--- config.mk ---
export PLATFORM = sky130hd
export DESIGN_NAME = aes_ecb_stream_ctrl
export DESIGN_NICKNAME = d
export VERILOG_FILES = /design/src/rtl/aes_ctrl_pkg.sv /design/src/rtl/aes_ecb_stream_ctrl_fifo.sv /design/src/rtl/aes_ecb_stream_ctrl.sv
export SDC_FILE = /design/constraint.sdc
export NUM_CORES = 1
export LEC_CHECK = 0
export CELL_PAD_IN_SITES_DETAIL_PLACEMENT = 2
export CELL_PAD_IN_SITES_GLOBAL_PLACEMENT = 2
export CORE_MARGIN = 2
export CORE_UTILIZATION = 30
export CTS_BUF_LIST = sky130_fd_sc_hd__clkbuf_4
export CTS_CLUSTER_DIAMETER = 120
export DETAILED_ROUTE_END_ITERATION = 8
export GPL_TIMING_DRIVEN = 0
export PLACE_DENSITY_LB_ADDON = 0.2
export SLEW_MARGIN = 20
export SYNTH_ARGS = -nofsm -noshare
export SYNTH_HDL_FRONTEND = slang
export SYNTH_SLANG_ARGS = --single-unit
--- constraint.sdc ---
create_clock -name clk_i -period 29.4 [get_ports clk_i]
set_input_delay 4.41 -clock clk_i [delete_from_list [all_inputs] [get_ports clk_i]]
set_output_delay 4.41 -clock clk_i [all_outputs]
set_load 0.01 [all_outputs]
--- src/rtl/aes_ctrl_pkg.sv ---
// Shared constants and helpers for the AES-256 ECB stream controller.
package aes_ctrl_pkg;

    localparam int BLOCK_W = 128;
    localparam int ENTRY_W = BLOCK_W + 1;   // {last, block}

    function automatic int credit_w(input int depth);
        return $clog2(depth + 1);
    endfunction

endpackage

--- src/rtl/aes_ecb_stream_ctrl_fifo.sv ---
// Synchronous FIFO with registered full/empty; push and pop may coincide.
module sync_fifo #(
    parameter int WIDTH = 1,
    parameter int DEPTH = 4
) (
    input  logic             clk_i,
    input  logic             rst_i,
    input  logic             push_i,
    input  logic [WIDTH-1:0] data_i,
    input  logic             pop_i,
    output logic [WIDTH-1:0] data_o,
    output logic             full_o,
    output logic             empty_o
);

    localparam int AW = $clog2(DEPTH);

    logic [WIDTH-1:0] mem_q [DEPTH];
    logic [AW-1:0]    wr_q, rd_q;
    logic [AW:0]      cnt_q, cnt_d;
    logic             full_q, empty_q;
    logic             do_push, do_pop;

    assign do_push = push_i && !full_q;
    assign do_pop  = pop_i && !empty_q;

    always_comb begin
        cnt_d = cnt_q;
        if (do_push && !do_pop)
            cnt_d = cnt_q + 1'b1;
        else if (!do_push && do_pop)
            cnt_d = cnt_q - 1'b1;
    end

    always_ff @(posedge clk_i) begin
        if (rst_i) begin
            wr_q    <= '0;
            rd_q    <= '0;
            cnt_q   <= '0;
            full_q  <= 1'b0;
            empty_q <= 1'b1;
        end else begin
            if (do_push) wr_q <= wr_q + 1'b1;
            if (do_pop)  rd_q <= rd_q + 1'b1;
            cnt_q   <= cnt_d;
            full_q  <= (cnt_d == (AW+1)'(DEPTH));
            empty_q <= (cnt_d == '0);
        end
    end

    always_ff @(posedge clk_i) begin
        if (do_push) mem_q[wr_q] <= data_i;
    end

    // Zero when empty so consumers see a clean bus after reset.
    assign data_o  = empty_q ? '0 : mem_q[rd_q];
    assign full_o  = full_q;
    assign empty_o = empty_q;

endmodule

--- src/rtl/aes_ecb_stream_ctrl.sv ---
// Schedules plaintext blocks into the AES core and collects ciphertext in order,
// bounding in-flight plus stored blocks by the output FIFO depth.
module aes_ecb_stream_ctrl
    import aes_ctrl_pkg::*;
#(
    parameter int IN_DEPTH  = 4,
    parameter int OUT_DEPTH = 8
) (
    input  logic                            clk_i,
    input  logic                            rst_i,
    input  logic                            enable_i,
    input  logic                            s_valid_i,
    output logic                            s_ready_o,
    input  logic [BLOCK_W-1:0]              s_data_i,
    input  logic                            s_last_i,
    output logic                            m_valid_o,
    input  logic                            m_ready_i,
    output logic [BLOCK_W-1:0]              m_data_o,
    output logic                            m_last_o,
    output logic                            core_enable_o,
    output logic                            core_start_o,
    output logic [BLOCK_W-1:0]              core_bytes_o,
    input  logic                            core_busy_i,
    input  logic [BLOCK_W-1:0]              core_bytes_i,
    input  logic                            core_valid_i,
    output logic [credit_w(OUT_DEPTH)-1:0]  inflight_o,
    output logic                            idle_o,
    output logic                            err_o
);

    localparam int CW = credit_w(OUT_DEPTH);

    logic               in_full, in_empty, tag_full, tag_empty, out_full, out_empty;
    logic [ENTRY_W-1:0] in_data, out_data;
    logic               tag_last;
    logic               issue, ret_ok, out_pop;

    logic               ready_q, start_q, en_q, err_q;
    logic [BLOCK_W-1:0] bytes_q;
    logic [CW-1:0]      inflight_q, inflight_d;
    logic [CW-1:0]      used_q, used_d;     // in flight plus stored in the output FIFO

    assign s_ready_o = ready_q && !in_full;
    assign out_pop   = !out_empty && m_ready_i;
    assign ret_ok    = core_valid_i && (inflight_q != '0);

    // Tag/output full terms are redundant with the credit check but keep it airtight.
    assign issue = enable_i && !core_busy_i && !in_empty && !tag_full && !out_full
                   && (used_q < CW'(OUT_DEPTH));

    always_comb begin
        inflight_d = inflight_q;
        if (issue && !ret_ok)
            inflight_d = inflight_q + 1'b1;
        else if (!issue && ret_ok)
            inflight_d = inflight_q - 1'b1;
        used_d = used_q;
        if (issue && !out_pop)
            used_d = used_q + 1'b1;
        else if (!issue && out_pop)
            used_d = used_q - 1'b1;
    end

    always_ff @(posedge clk_i) begin
        if (rst_i) begin
            ready_q    <= 1'b0;
            start_q    <= 1'b0;
            bytes_q    <= '0;
            en_q       <= 1'b0;
            err_q      <= 1'b0;
            inflight_q <= '0;
            used_q     <= '0;
        end else begin
            ready_q    <= 1'b1;
            start_q    <= issue;
            if (issue) bytes_q <= in_data[BLOCK_W-1:0];
            en_q       <= enable_i || (inflight_d != '0);
            err_q      <= err_q || (core_valid_i && (inflight_q == '0));
            inflight_q <= inflight_d;
            used_q     <= used_d;
        end
    end

    sync_fifo #(.WIDTH(ENTRY_W), .DEPTH(IN_DEPTH)) u_in_fifo (
        .clk_i   (clk_i),
        .rst_i   (rst_i),
        .push_i  (s_valid_i && s_ready_o),
        .data_i  ({s_last_i, s_data_i}),
        .pop_i   (issue),
        .data_o  (in_data),
        .full_o  (in_full),
        .empty_o (in_empty)
    );

    sync_fifo #(.WIDTH(1), .DEPTH(OUT_DEPTH)) u_tag_fifo (
        .clk_i   (clk_i),
        .rst_i   (rst_i),
        .push_i  (issue),
        .data_i  (in_data[BLOCK_W]),
        .pop_i   (ret_ok),
        .data_o  (tag_last),
        .full_o  (tag_full),
        .empty_o (tag_empty)
    );

    sync_fifo #(.WIDTH(ENTRY_W), .DEPTH(OUT_DEPTH)) u_out_fifo (
        .clk_i   (clk_i),
        .rst_i   (rst_i),
        .push_i  (ret_ok),
        .data_i  ({tag_last, core_bytes_i}),
        .pop_i   (out_pop),
        .data_o  (out_data),
        .full_o  (out_full),
        .empty_o (out_empty)
    );

    assign m_valid_o              = !out_empty;
    assign {m_last_o, m_data_o}   = out_data;
    assign core_start_o           = start_q;
    assign core_bytes_o           = bytes_q;
    assign core_enable_o          = en_q;
    assign inflight_o             = inflight_q;
    assign err_o                  = err_q;
    assign idle_o                 = in_empty && tag_empty && out_empty && (inflight_q == '0);

endmodule

# After elaboration in Yosys (flattened, before gate mapping)
# Memory sizes are Yosys's and may differ from the RTL's. A register that Yosys moved wholly into a read port is not among the register bits.
# Index checks and enable logic that the tools add are counted.
op_classes:
  addsub: 16
  order_cmp: 1
  eq_ne: 3
  n_mux: 26
  reduce_logical: 54
ops:
  columns: ["op", "n"]
  rows:
  - ["$mux W129", 2]
  - ["$mux W4", 8]
  - ["$logic_and A1 B1 Y1", 29]
  - ["$mux W3", 6]
  - ["$add A4 B1 Y4 const B", 4]
  - ["$logic_not A1 Y1", 16]
  - ["$sub A4 B1 Y4 const B", 4]
  - ["$add A3 B1 Y3 const B", 5]
  - ["$logic_not A4 Y1", 3]
  - ["$eq A4 B4 Y1 const B", 2]
  - ["$mux W1", 8]
  - ["$reduce_bool A4 Y1", 2]
  - ["$add A2 B1 Y2 const B", 2]
  - ["$lt A4 B4 Y1 const B", 1]
  - ["$mux W2", 2]
  - ["$eq A3 B3 Y1 const B", 1]
  - ["$logic_not A3 Y1", 1]
  - ["$sub A3 B1 Y3 const B", 1]
  - ["$logic_or A1 B1 Y1", 2]
  - ["$reduce_bool A2 Y1", 1]
word_totals:
  regBits: 173
  ramBits: 1556
  inputBits: 264
  output_inout_bits: 267
  elab_cells: 125
  mem_count: 3
memory_table:
  columns: ["name", "words", "width", "rd", "rd_ports_with_merged_regs", "wr", "line", "text"]
  rows:
  - ["u_out_fifo.mem_q", 8, 129, 1, 1, 1, "aes_ecb_stream_ctrl_fifo.sv:18", "logic [WIDTH-1:0] mem_q [DEPTH];"]
  - ["u_in_fifo.mem_q", 4, 129, 1, 1, 1, "aes_ecb_stream_ctrl_fifo.sv:18", null]
  - ["u_tag_fifo.mem_q", 8, 1, 1, 1, 1, "aes_ecb_stream_ctrl_fifo.sv:18", null]

# Logic depth before layout (Yosys ltp)
# Gate-level depths: netlist of run 1.
depth:
  depth_word: 12
  depth_mapped: 13
  mapped_depth_nobuf: 11

# Modules after synthesis
# A second synthesis of run 1 with hierarchy kept.
unflattened:
  hier_cells: 3348
  area_unflattened_um2: 66192.2
modules_own_cells:
  columns: ["module", "n_inst", "cells_per_inst", "area_per_inst_um2", "seq_area_each_um2"]
  rows:
  - ["sync_fifo (u_out_fifo)", 1, 1723, 39914.5, 31290.0]
  - ["sync_fifo (u_in_fifo)", 1, 888, 20069.2, 15715.1]
  - ["aes_ecb_stream_ctrl", 1, 643, 5153.7, 2802.7]
  - ["sync_fifo (u_tag_fifo)", 1, 94, 1054.8, 540.5]

# Least setup slack after synthesis of run 1
# OpenSTA, ideal clock, no wires.
synth_path:
  kind: "input to register"
  start: "input port core_valid_i"
  end: "memory u_out_fifo.mem_q[0][0] in the netlist's numbering (enable)"
  setup_ps: 934
  arrival_ps: 16965
  required_time_ps: 28466
  path_slack_ps: 11501
  path_stages: 3
  path_buffers: 1
  cell_sequence: "buf_2 -> nand3_1 -> nor4_1"
synth_between:
  elab_chain_len: 4
synth_rtl:
  columns: ["item", "line", "text"]
  rows:
  - ["from (decl)", "aes_ecb_stream_ctrl.sv:25", "input logic core_valid_i,"]
  - ["$logic_and A1 B1 Y1", "aes_ecb_stream_ctrl.sv:45", "assign ret_ok = core_valid_i && (inflight_q != '0);"]
  - ["$logic_and A1 B1 Y1", "aes_ecb_stream_ctrl_fifo.sv:24", "assign do_push = push_i && !full_q;"]
  - ["$mux W1", "aes_ecb_stream_ctrl_fifo.sv:52", "if (do_push) mem_q[wr_q] <= data_i;"]
  - ["$mux W1 (not written as such)", "aes_ecb_stream_ctrl_fifo.sv:52", null]
  - ["to (decl)", "aes_ecb_stream_ctrl_fifo.sv:18", null]
# Every way passes these cells.

==> results by group, run 1 <==
Status
  – Status: completed

CTS
  – CTS buffer count: between 400 and 500
  – Post_cts resized: 0
  – TritonCTS clock tree: done
  – TritonCTS Sinks: around 1700
  – Worst skew pair latency: 1.33 ns
  – Setup Fix Bufs, Post-CTS: 0
  – CTS Hold Bufs: 0
  – Clk pin slew, worst setup/hold paths: around 0.060 ns
  – Clk buf depth: 4
  – H-tree depth: 5
  – Root buffer cell: clkbuf_4

Layout
  – Multi-input combinational cell area: 0.01372 mm²
  – Final Instance Count excl. Fillers: approximately 7600
  – Finished Cell Area: 0.08176 mm²
  – Post-layout util: a little under two fifths
  – Area growth from synthesis to layout: 26.19%
  – Layout cells sized above 1: a little under 30%
  – FF+latch area: 0.05035 mm²
  – Fill count: approximately 21000
  – Total Nets Final: 4639

Routing
  – Via density per instance: roughly 4.7
  – DR pass1 iterations: 5
  – DRC viols: 0
  – Via count: 35287
  – Iter 0 DRT Violations: between 2000 and 2500
  – Avg WL per Cell: between 20 and 30 µm
  – ANT nets after route: 0
  – Total Wirelength: between 150 and 200 mm

Min path
  – Type of the worst min-delay path: register to register
  – Hold wc startpoint: core_bytes_o[37]

Setup path
  – CP arrival: 4.94 ns
  – Worst Setup End Kind: output pin
  – Max FO, Critical Path: 10
  – RR Startpoint: inflight_o[0]
  – Critical path class: register to output pin
  – CP startpoint kind: register
  – Worst endpoint required time: between 20 and 25 ns

GRT
  – GRT Resource Usage Total: around 17%
  – Vias in the first global route: between 30000 and 40000
  – Initial antenna violation count: 67
  – Largest net degree at the start of global routing: 41
  – First-pass GRT wire length: approximately 270 mm
  – GRT overflow: 0

Floorplan
  – Die area: between 0.2 and 0.25 mm²
  – Die height: 468.7 µm
  – Core Box Area: around 0.21 mm²
  – Die W: between 400 and 500 µm
  – Initial Util: a little under a third
  – Rows: 170
  – Ports: 531

Power and ir drop
  – Pwr dens: ~76 mW/mm²
  – Peak supply drop: 0.00003601 V
  – Leak: 26.06 nW

Place
  – Hpwl dp: 129.3 mm
  – IO Port Bufs: approximately 530
  – Area after DPL: roughly 0.076 mm²
  – GPL Wtd Cong: about 0.70
  – Placed Cells: approximately 6700

Synth
  – Synthesized Nets: ~3500
  – Yosys warning total: 0
  – Sequential share of the synthesized area: 77.71%
  – Ys async rst share: 0%
  – Number of enable flip-flop cells after synthesis: approximately 1600
  – Netlist cell types: 58
  – Largest family of logic cells by synthesized area: multiplexers
  – FF+latch count, synth: between 1500 and 2000
  – Synth Flop Type: edfxtp_1
  – Yosys top cell by area: edfxtp_1
  – Synth Area in Simple Gates: roughly 3.3%
  – Post-synthesis cell count: approximately 3200
  – Syn Area/Cell: about 20 µm²
  – Xor/xnor share of the synthesized area: 0.2974%
  – Synth area leaders: edfxtp_1 72%, mux4_2 14%, dfxtp_1 5.6%
  – Synth top area share: between 70% and 80%
  – Mux contribution to synthesized area: between 15 and 20%
  – Area of the mapped netlist: 0.06479 mm²
  – Post-Synth Adder-Cell Area: less than 1%
  – Synth top cells by count: 1556 x edfxtp_1, 389 x mux4_2, 286 x nand2_1
  – Count leader, synth: edfxtp_1
  – Fraction of the mapped netlist area in compound gates: ~1.5%

STA
  – Slew HR: between 30% and 40%
  – Achievable Freq: 107.0 MHz
  – Min Tclk post-route: slightly above 9 ns
  – Tcrit/Tclk final: about a third
  – RSZ-0062 raised after global routing: false
  – Clock skew: ~0.14 ns
  – Final Max Tran Viols: 0
  – # setup viols final: 0
  – Slew @ Worst Pin: 1.047 ns
  – Final Hold Fails: 0
  – Setup TNS: 0 ns

Run
  – Max-cap check violation count: 0
## routing by layer
layer | part of all wire [%] | global-route usage [%] | up-vias
met5 | 0.29 | 0 | -
met4 | 2.6 | 5.700 | 90
met3 | 8.9 | 7.177 | 402
met2 | 47 | 27.19 | 1039
met1 | 41 | 21.22 | 18299
li1 | - | - | 15457
## critical path: stages, from the launching register on
cell	delay (ns)
dfxtp_1	0.41
clkbuf_1	0.38
buf_2	0.58
buf_2	0.53
mux4_2	0.55
mux2i_1	0.37
nor2_1	0.21
clkdlybuf4s50_1	0.55
## state kept, by name (all words and copies together) (netlist names), 2 cells and up, named ones only
register	flops
u_out_fifo.mem_q	1032
u_in_fifo.mem_q	516
core_bytes_o	128
u_tag_fifo.mem_q	8
inflight_o	4
u_out_fifo.cnt_q	4
u_tag_fifo.cnt_q	4
used_q	4
u_in_fifo.cnt_q	3
u_out_fifo.rd_q	3
u_out_fifo.wr_q	3
u_tag_fifo.rd_q	3
u_tag_fifo.wr_q	3
u_in_fifo.rd_q	2
u_in_fifo.wr_q	2
## cell type report
cell class	count	share of cell area, %
Sequential cell	1737	61.58
Multi-Input combinational cell	1258	16.79
Timing Repair Buffer	694	8.933
Clock buffer	712	6.538
Tap cell	2838	4.343
Buffer	168	0.8754
Clock inverter	137	0.8096
Inverter	18	0.08264
Antenna cell	16	0.04897
## kinds of logic (layout without fill, tap and decap cells)
logic type,after synthesis,count (layout)
DFF,1737,1737
muxes,523,523
and+or+nand+nor,516,516
buffers and inverters,186,1729
AOI/OAI and AO/OA,177,177
xor gates and xnor gates,22,22
adders and majority gates,20,20
other,0,16
## metrics by stage
stage | setup slack, ns | hold WS, ns | total power [mW]
finish | 20.05 | 0.4551 | 6.187
floorplan | 11.50 | 0.4541 | 3.570
CTS | 19.50 | 0.4600 | 6.323
global placement | -5.504 | 0.4418 | 4.164
global route | 19.56 | 0.4844 | 6.517
detailed placement | 21.12 | 0.4506 | 4.118
## final timing paths
| path | end | slack, ns | cells after the start |
|---|---|---|---|
| hold reg to reg | core_bytes_o[37] | 0.46 | 2 |
| setup reg to reg | u_out_fifo.mem_q[4][102] | 25.61 | 14 |
| hold / removal | core_bytes_o[37] | 0.46 | 2 |
| setup / recovery | m_data_o[48] | 20.05 | 7 |
## placed cells by master, fill, tap and decap left out, types with 11 or more instances in the layout
| cell | count |
|---|---|
| dfxtp_1 | 181 |
| nor3_1 | 11 |
| xor2_1 | 12 |
| clkinv_1 | 109 |
| nor2_1 | 164 |
| clkinv_2 | 17 |
| mux4_2 | 389 |
| clkbuf_1 | 86 |
| inv_1 | 17 |
| buf_2 | 80 |
| clkdlybuf4s50_1 | 528 |
| clkbuf_4 | 712 |
| diode_2 | 16 |
| buf_16 | 28 |
| buf_1 | 16 |
| nand2_1 | 286 |
| a21oi_1 | 144 |
| buf_6 | 25 |
| buf_4 | 79 |
| buf_12 | 13 |
| edfxtp_1 | 1556 |
| ha_1 | 19 |
| mux2i_1 | 134 |
## power by group
| group | internal, mW | switching, mW | total (mW) |
|---|---|---|---|
| registers | 2.84 | 0.0515 | 2.89 |
| clock network | 1.14 | 1.02 | 2.16 |
| logic | 0.521 | 0.617 | 1.14 |
| total | 4.50 | 1.69 | 6.19 |
No activity file was read; power rests on OpenSTA's default activity.
==> run 2, diff against run 1 <==
- clock period: 29.4 -> 9.3 ns (I/O delays scaled with it)
==> results by group, run 2 (synthesized netlist as in run 1, its figures left out) <==
Status
  – Status: completed

Power and ir drop
  – Leak: between 20 and 30 nW
  – Pwr dens: about 240 mW/mm²
  – Peak supply drop: ~0.00011 V
  – Power Total: a little under 20 mW

STA
  – # setup viols final: 0
  – Setup WS post-layout: between 3 and 4 ns
  – Final Max Tran Viols: 0
  – Final Hold Fails: 0
  – Achievable Freq: 162.0 MHz
  – Clock skew: approximately 0.15 ns
  – Tcrit/Tclk final: between 60% and 70%
  – RSZ-0062 raised after global routing: false
  – Slew HR: roughly 28%
  – Min Tclk post-route: between 6 and 7 ns
  – Setup TNS: 0 ns
  – Min Hold Slack: about 0.45 ns
  – Slew @ Worst Pin: approximately 1.1 ns

Setup path
  – CP peak stage delay: 0.57 ns
  – CP top delay family: buffers and inverters
  – Max FO, Critical Path: 10
  – CP arrival: between 4 and 5 ns
  – Worst path bufs/invs: 4
  – Critical path's most frequent cell: buf_2
  – Worst Reg-to-Reg Cells: 13
  – RR Startpoint: inflight_o[0]
  – Critical path class: register to output pin
  – Worst endpoint required time: 7.91 ns
  – Slowest CP cell: buf_2
  – Worst Setup End Kind: output pin
  – CP startpoint kind: register
  – Worst reg-to-reg setup slack: ~5.5 ns
  – Ordered cell list for the critical path: clkbuf_1, buf_2, buf_2, mux4_2, mux2i_1, nor2_1, clkdlybuf4s50_1
  – Worst R2R End: u_out_fifo.mem_q[5][3]

Place
  – Placed Cells: 6692
  – GPL Wtd Cong: about 0.7
  – Hpwl dp: roughly 130 mm
  – Pre-CTS WS: 4.056 ns
  – IO Port Bufs: ~530

Layout
  – Commonest non-fill, non-tap cell in the layout: edfxtp_1
  – Final Instance Count excl. Fillers: approximately 7600
  – Max FFs per register: 1032
  – FF+latch area: roughly 0.050 mm²
  – Fill count: 20967
  – Total Nets Final: ~4600
  – Multi-input combinational cell area: about 0.014 mm²
  – Layout cells sized above 1: about 30%
  – Top reg by flops: u_out_fifo.mem_q
  – Most frequent cells in the layout: 1556 x edfxtp_1, 749 x clkbuf_4, 528 x clkdlybuf4s50_1
  – Area growth from synthesis to layout: 26.42%

CTS
  – CTS buffer count: 484
  – Clk buf depth: 4
  – Clk pin slew, worst setup/hold paths: approximately 0.06 ns
  – TritonCTS clock tree: done
  – Post_cts resized: 0
  – Worst skew pair latency: approximately 1.4 ns
  – Setup Fix Bufs, Post-CTS: 0
  – CTS Hold Bufs: 0
  – Root buffer cell: clkbuf_4
  – TritonCTS Sinks: approximately 1700
  – H-tree depth: 5

Floorplan
  – Die area: ~0.22 mm²
  – Initial Util: between 30% and 40%
  – Die W: roughly 470 µm
  – Die height: 468.7 µm
  – Ports: 531
  – Rows: 170
  – Core Box Area: 0.2146 mm²

Routing
  – Max Used Layer: met5
  – Via density per instance: about 4.6
  – Met2 WL: about 90 mm
  – Iter 0 DRT Violations: roughly 2100
  – Via count: ~35000
  – DR pass1 iterations: 5
  – Total Wirelength: about 190 mm
  – Avg WL per Cell: roughly 25 µm
  – Met3 routed WL: 15.59 mm
  – ANT nets after route: 0
  – Metal-1 WL: 78.42 mm
  – DRC viols: 0

GRT
  – GRT overflow: 0
  – First-pass GRT wire length: roughly 270 mm
  – Vias in the first global route: slightly below 40000
  – GRT Resource Usage Total: about 17%
  – Largest net degree at the start of global routing: 40
  – Initial antenna violation count: 66

Min path
  – Hold Path End: err_o
  – Type of the worst min-delay path: input port to register
  – Hold wc startpoint: core_valid_i
  – Worst hold path depth: 3

Run
  – Max-cap check violation count: 0
## run 2: changes by cell type in the layout (fill, tap and decap cells not counted), moves of 5 or more
| cell | before | now |
|---|---|---|
| clkinv_1 | 109 | 84 |
| buf_8 | 1 | 13 |
| buf_4 | 79 | 62 |
| clkinv_2 | 17 | 12 |
| buf_2 | 80 | 59 |
| clkbuf_4 | 712 | 749 |
| buf_12 | 13 | 19 |
| buf_16 | 28 | 23 |
## run 2: power by group
part           switching, mW  total [mW]  internal [mW]
registers              0.159        9.14           8.98
logic                   1.93        3.59           1.66
clock network           3.22        6.93           3.72
total                   5.31        19.7           14.4
## run 2: tightest hold or removal path, stage by stage
cell	delay, ns
buf_2	0.18
a21oi_1	0.15
nor2_1	0.04
## run 2: final cells by class
cell class | count | area share [%]
clock inverters | 109 | 0.6523
repair buffers | 673 | 8.886
diodes | 19 | 0.05805
plain buffers | 168 | 0.8768
multi-input cells | 1258 | 16.77
well taps | 2838 | 4.335
clock buffers | 749 | 6.865
inverters | 18 | 0.08249
flip-flops and latches | 1737 | 61.47
## run 2: layer usage
| layer | track usage (%) | up-vias |
|---|---|---|
| met1 | 21.24 | 18173 |
| met2 | 27.35 | 1048 |
| met4 | 5.179 | 80 |
| met3 | 6.647 | 385 |
| li1 | - | 15428 |
| met5 | 0 | - |
## run 2: worst max path at each step
stage / slack (ns) / startpoint / cells after the start / endpoint
final: 3.13 / register / 7 / m_data_o[48]
after detailed placement: 4.06 / enable_i / 14 / used_q[3]
after global routing: 2.59 / register / 7 / m_data_o[48]
after CTS: 2.55 / register / 7 / m_data_o[48]
after global placement: -14.38 / core_valid_i / 3 / u_out_fifo.mem_q[2][103]
after floorplan: -2.07 / core_valid_i / 3 / u_out_fifo.mem_q[2][0]
## run 2: metrics by stage
stage          util (%)  cell area (µm²)
5_1_grt           38.15            81880
2_1_floorplan         -            64800
3_5_place_dp      35.27            75700
6_report          38.16            81910
4_1_cts           38.14            81860
3_3_place_gp      34.31            73640
==> run 3, diff against run 2 <==
- clock period: 9.3 -> 5.5 ns (I/O delays scaled with it)
==> results by group, run 3 (synthesized netlist as in run 1, its figures left out) <==
Setup path
  – Critical path class: register to output pin
  – Worst Setup End Kind: output pin
  – Worst R2R End: used_q[3]
  – RR Startpoint: u_out_fifo.full_o
  – Worst endpoint required time: 4.68 ns
  – Slowest CP cell: clkdlybuf4s15_1
  – CP arrival: ~4.3 ns
  – Worst Reg-to-Reg Cells: 13
  – Worst reg-to-reg setup slack: around 1.9 ns
  – CP peak stage delay: ~0.74 ns
  – Max FO, Critical Path: 10
  – Ordered cell list for the critical path: clkbuf_1, clkbuf_4, clkdlybuf4s15_1, mux2i_1, nor2_1, clkdlybuf4s50_1
  – CP startpoint kind: register

Place
  – Placed Cells: about 6700
  – GPL Wtd Cong: ~0.69
  – Hpwl dp: between 100 and 150 mm
  – IO Port Bufs: roughly 530

Min path
  – Hold wc startpoint: s_data_i[85]
  – Type of the worst min-delay path: input port to register
  – Hold Path End: u_in_fifo.mem_q[1][85]
  – Worst hold path depth: 1

CTS
  – Clk buf depth: 4
  – CTS buffer count: 480
  – Worst skew pair latency: between 1 and 1.5 ns
  – TritonCTS Sinks: about 1700
  – Setup Fix Bufs, Post-CTS: 0
  – H-tree depth: 5
  – TritonCTS clock tree: done
  – Clk pin slew, worst setup/hold paths: roughly 0.070 ns
  – Root buffer cell: clkbuf_4

Floorplan
  – Ports: between 500 and 600
  – Die height: around 470 µm
  – Die area: around 0.22 mm²
  – Die W: between 400 and 500 µm
  – Core Box Area: between 0.2 and 0.25 mm²
  – Initial Util: a little under a third
  – Rows: 170

Power and ir drop
  – Power Total: around 33 mW
  – Pwr dens: 398.5 mW/mm²
  – Leak: 26.52 nW
  – Peak supply drop: 0.0001913 V

STA
  – Slew HR: 26.00%
  – Min Tclk post-route: between 5 and 6 ns
  – Clock skew: between 0.1 and 0.15 ns
  – Tcrit/Tclk final: roughly 93%
  – Slew @ Worst Pin: 1.110 ns
  – Final Hold Fails: 0
  – Achievable Freq: between 150 and 200 MHz
  – # setup viols final: 0
  – Final Max Tran Viols: 0

Routing
  – DRC viols: 0
  – Iter 0 DRT Violations: approximately 2000
  – Via density per instance: 4.664
  – DR pass1 iterations: 5
  – Avg WL per Cell: between 20 and 25 µm
  – Via count: 35711
  – ANT nets after route: 0
  – Total Wirelength: approximately 190 mm

Layout
  – Total Nets Final: between 4000 and 5000
  – Max FFs per register: slightly above 1000
  – Layout cells sized above 1: between 20 and 30%
  – Top reg by flops: u_out_fifo.mem_q
  – Final Instance Count excl. Fillers: ~7700
  – Area growth from synthesis to layout: 28.58%
  – Most frequent cells in the layout: 1556 x edfxtp_1, 716 x clkbuf_4, 528 x clkdlybuf4s50_1
  – Commonest non-fill, non-tap cell in the layout: edfxtp_1

GRT
  – GRT Resource Usage Total: about 17%
  – Vias in the first global route: between 40000 and 50000
  – Initial antenna violation count: 72
  – First-pass GRT wire length: between 200 and 300 mm
  – Largest net degree at the start of global routing: 41
  – GRT overflow: 0

Run
  – Max-cap check violation count: 0

Status
  – Status: completed
## run 3: cell count changes in the layout (fill, tap and decap cells not counted), sizes merged
cell / previous run / this run
clkdlybuf4s15: 0 / 6
buf: 221 / 186
dlygate4sd3: 0 / 133
clkinv: 99 / 109
diode: 19 / 31
clkinvlp: 3 / 2
clkbuf: 841 / 802
bufinv: 3 / 4
## run 3: per-stage QoR
step / hold slack [ns] / setup TNS (ns) / utilization (%) / area (µm²) / setup WS [ns]
finish: 0.1898 / 0 / 38.81 / 83300 / 0.3606
global route: 0.008524 / -0.08569 / 38.81 / 83280 / -0.02869
CTS: 0.0006135 / 0 / 38.77 / 83210 / 0.01761
detailed placement: 0.4524 / 0 / 35.35 / 75870 / 0.8367
global placement: 0.4418 / - / 34.34 / 73700 / -9.824
floorplan: 0.4541 / -1327.75 / - / 64860 / -1.834
## run 3: what timing repair did
item	4_1_cts	5_1_grt
gates cloned	0	0
setup endpoints to repair	129	8
resized for setup	36	6
hold buffers	133	0
pin swaps	0	0
endpoints found under the hold margin	557	0
## run 3: worst max-delay path by stage
stage                  startpoint                       end  slack, ns  cells after the start
finish                   register              m_data_o[18]       0.36                      6
floorplan           inflight_o[0]    u_out_fifo.mem_q[7][0]      -1.83                      8
detailed placement       enable_i                 used_q[3]       0.84                     14
global route             register              m_data_o[93]      -0.03                      7
CTS                      register              m_data_o[73]       0.02                      6
global placement    inflight_o[0]  u_out_fifo.mem_q[6][106]      -9.82                      8
## run 3: area by class of cell
cell class,instances,area [µm²]
Fill cell,20776,131300
Sequential cell,1737,50350
Multi-Input combinational cell,1258,13770
Timing Repair Buffer,777,8720
Clock buffer,712,5345
Tap cell,2838,3551
Buffer,166,827.0
Clock inverter,119,589.3
Antenna cell,31,77.57
Inverter,18,67.56
## run 3: worst max-delay path, delay by kind of cell, from the launching register on
| kind | cells | cell delay, ns |
|---|---|---|
| buffers and inverters | 4 | 2.09 |
| multiplexers | 1 | 0.50 |
| flip-flops | 1 | 0.31 |
| AND/OR/NAND/NOR | 1 | 0.09 |
## run 3: power breakdown
| group | internal, mW | leakage, nW | switching, mW | total [mW] |
|---|---|---|---|---|
| Clock | 6.05 | 3.56 | 5.45 | 11.5 |
| Combinational | 2.91 | 7.41 | 3.30 | 6.21 |
| Sequential | 15.2 | 15.6 | 0.303 | 15.5 |
## run 3: layer usage
layer	GRT usage [%]	part of all wire, %	wire length, µm
met5	0	0.25	475
met4	5.223	2.3	4380
met3	6.187	8.0	15230
met2	27.77	48	90550
met1	21.76	42	79240
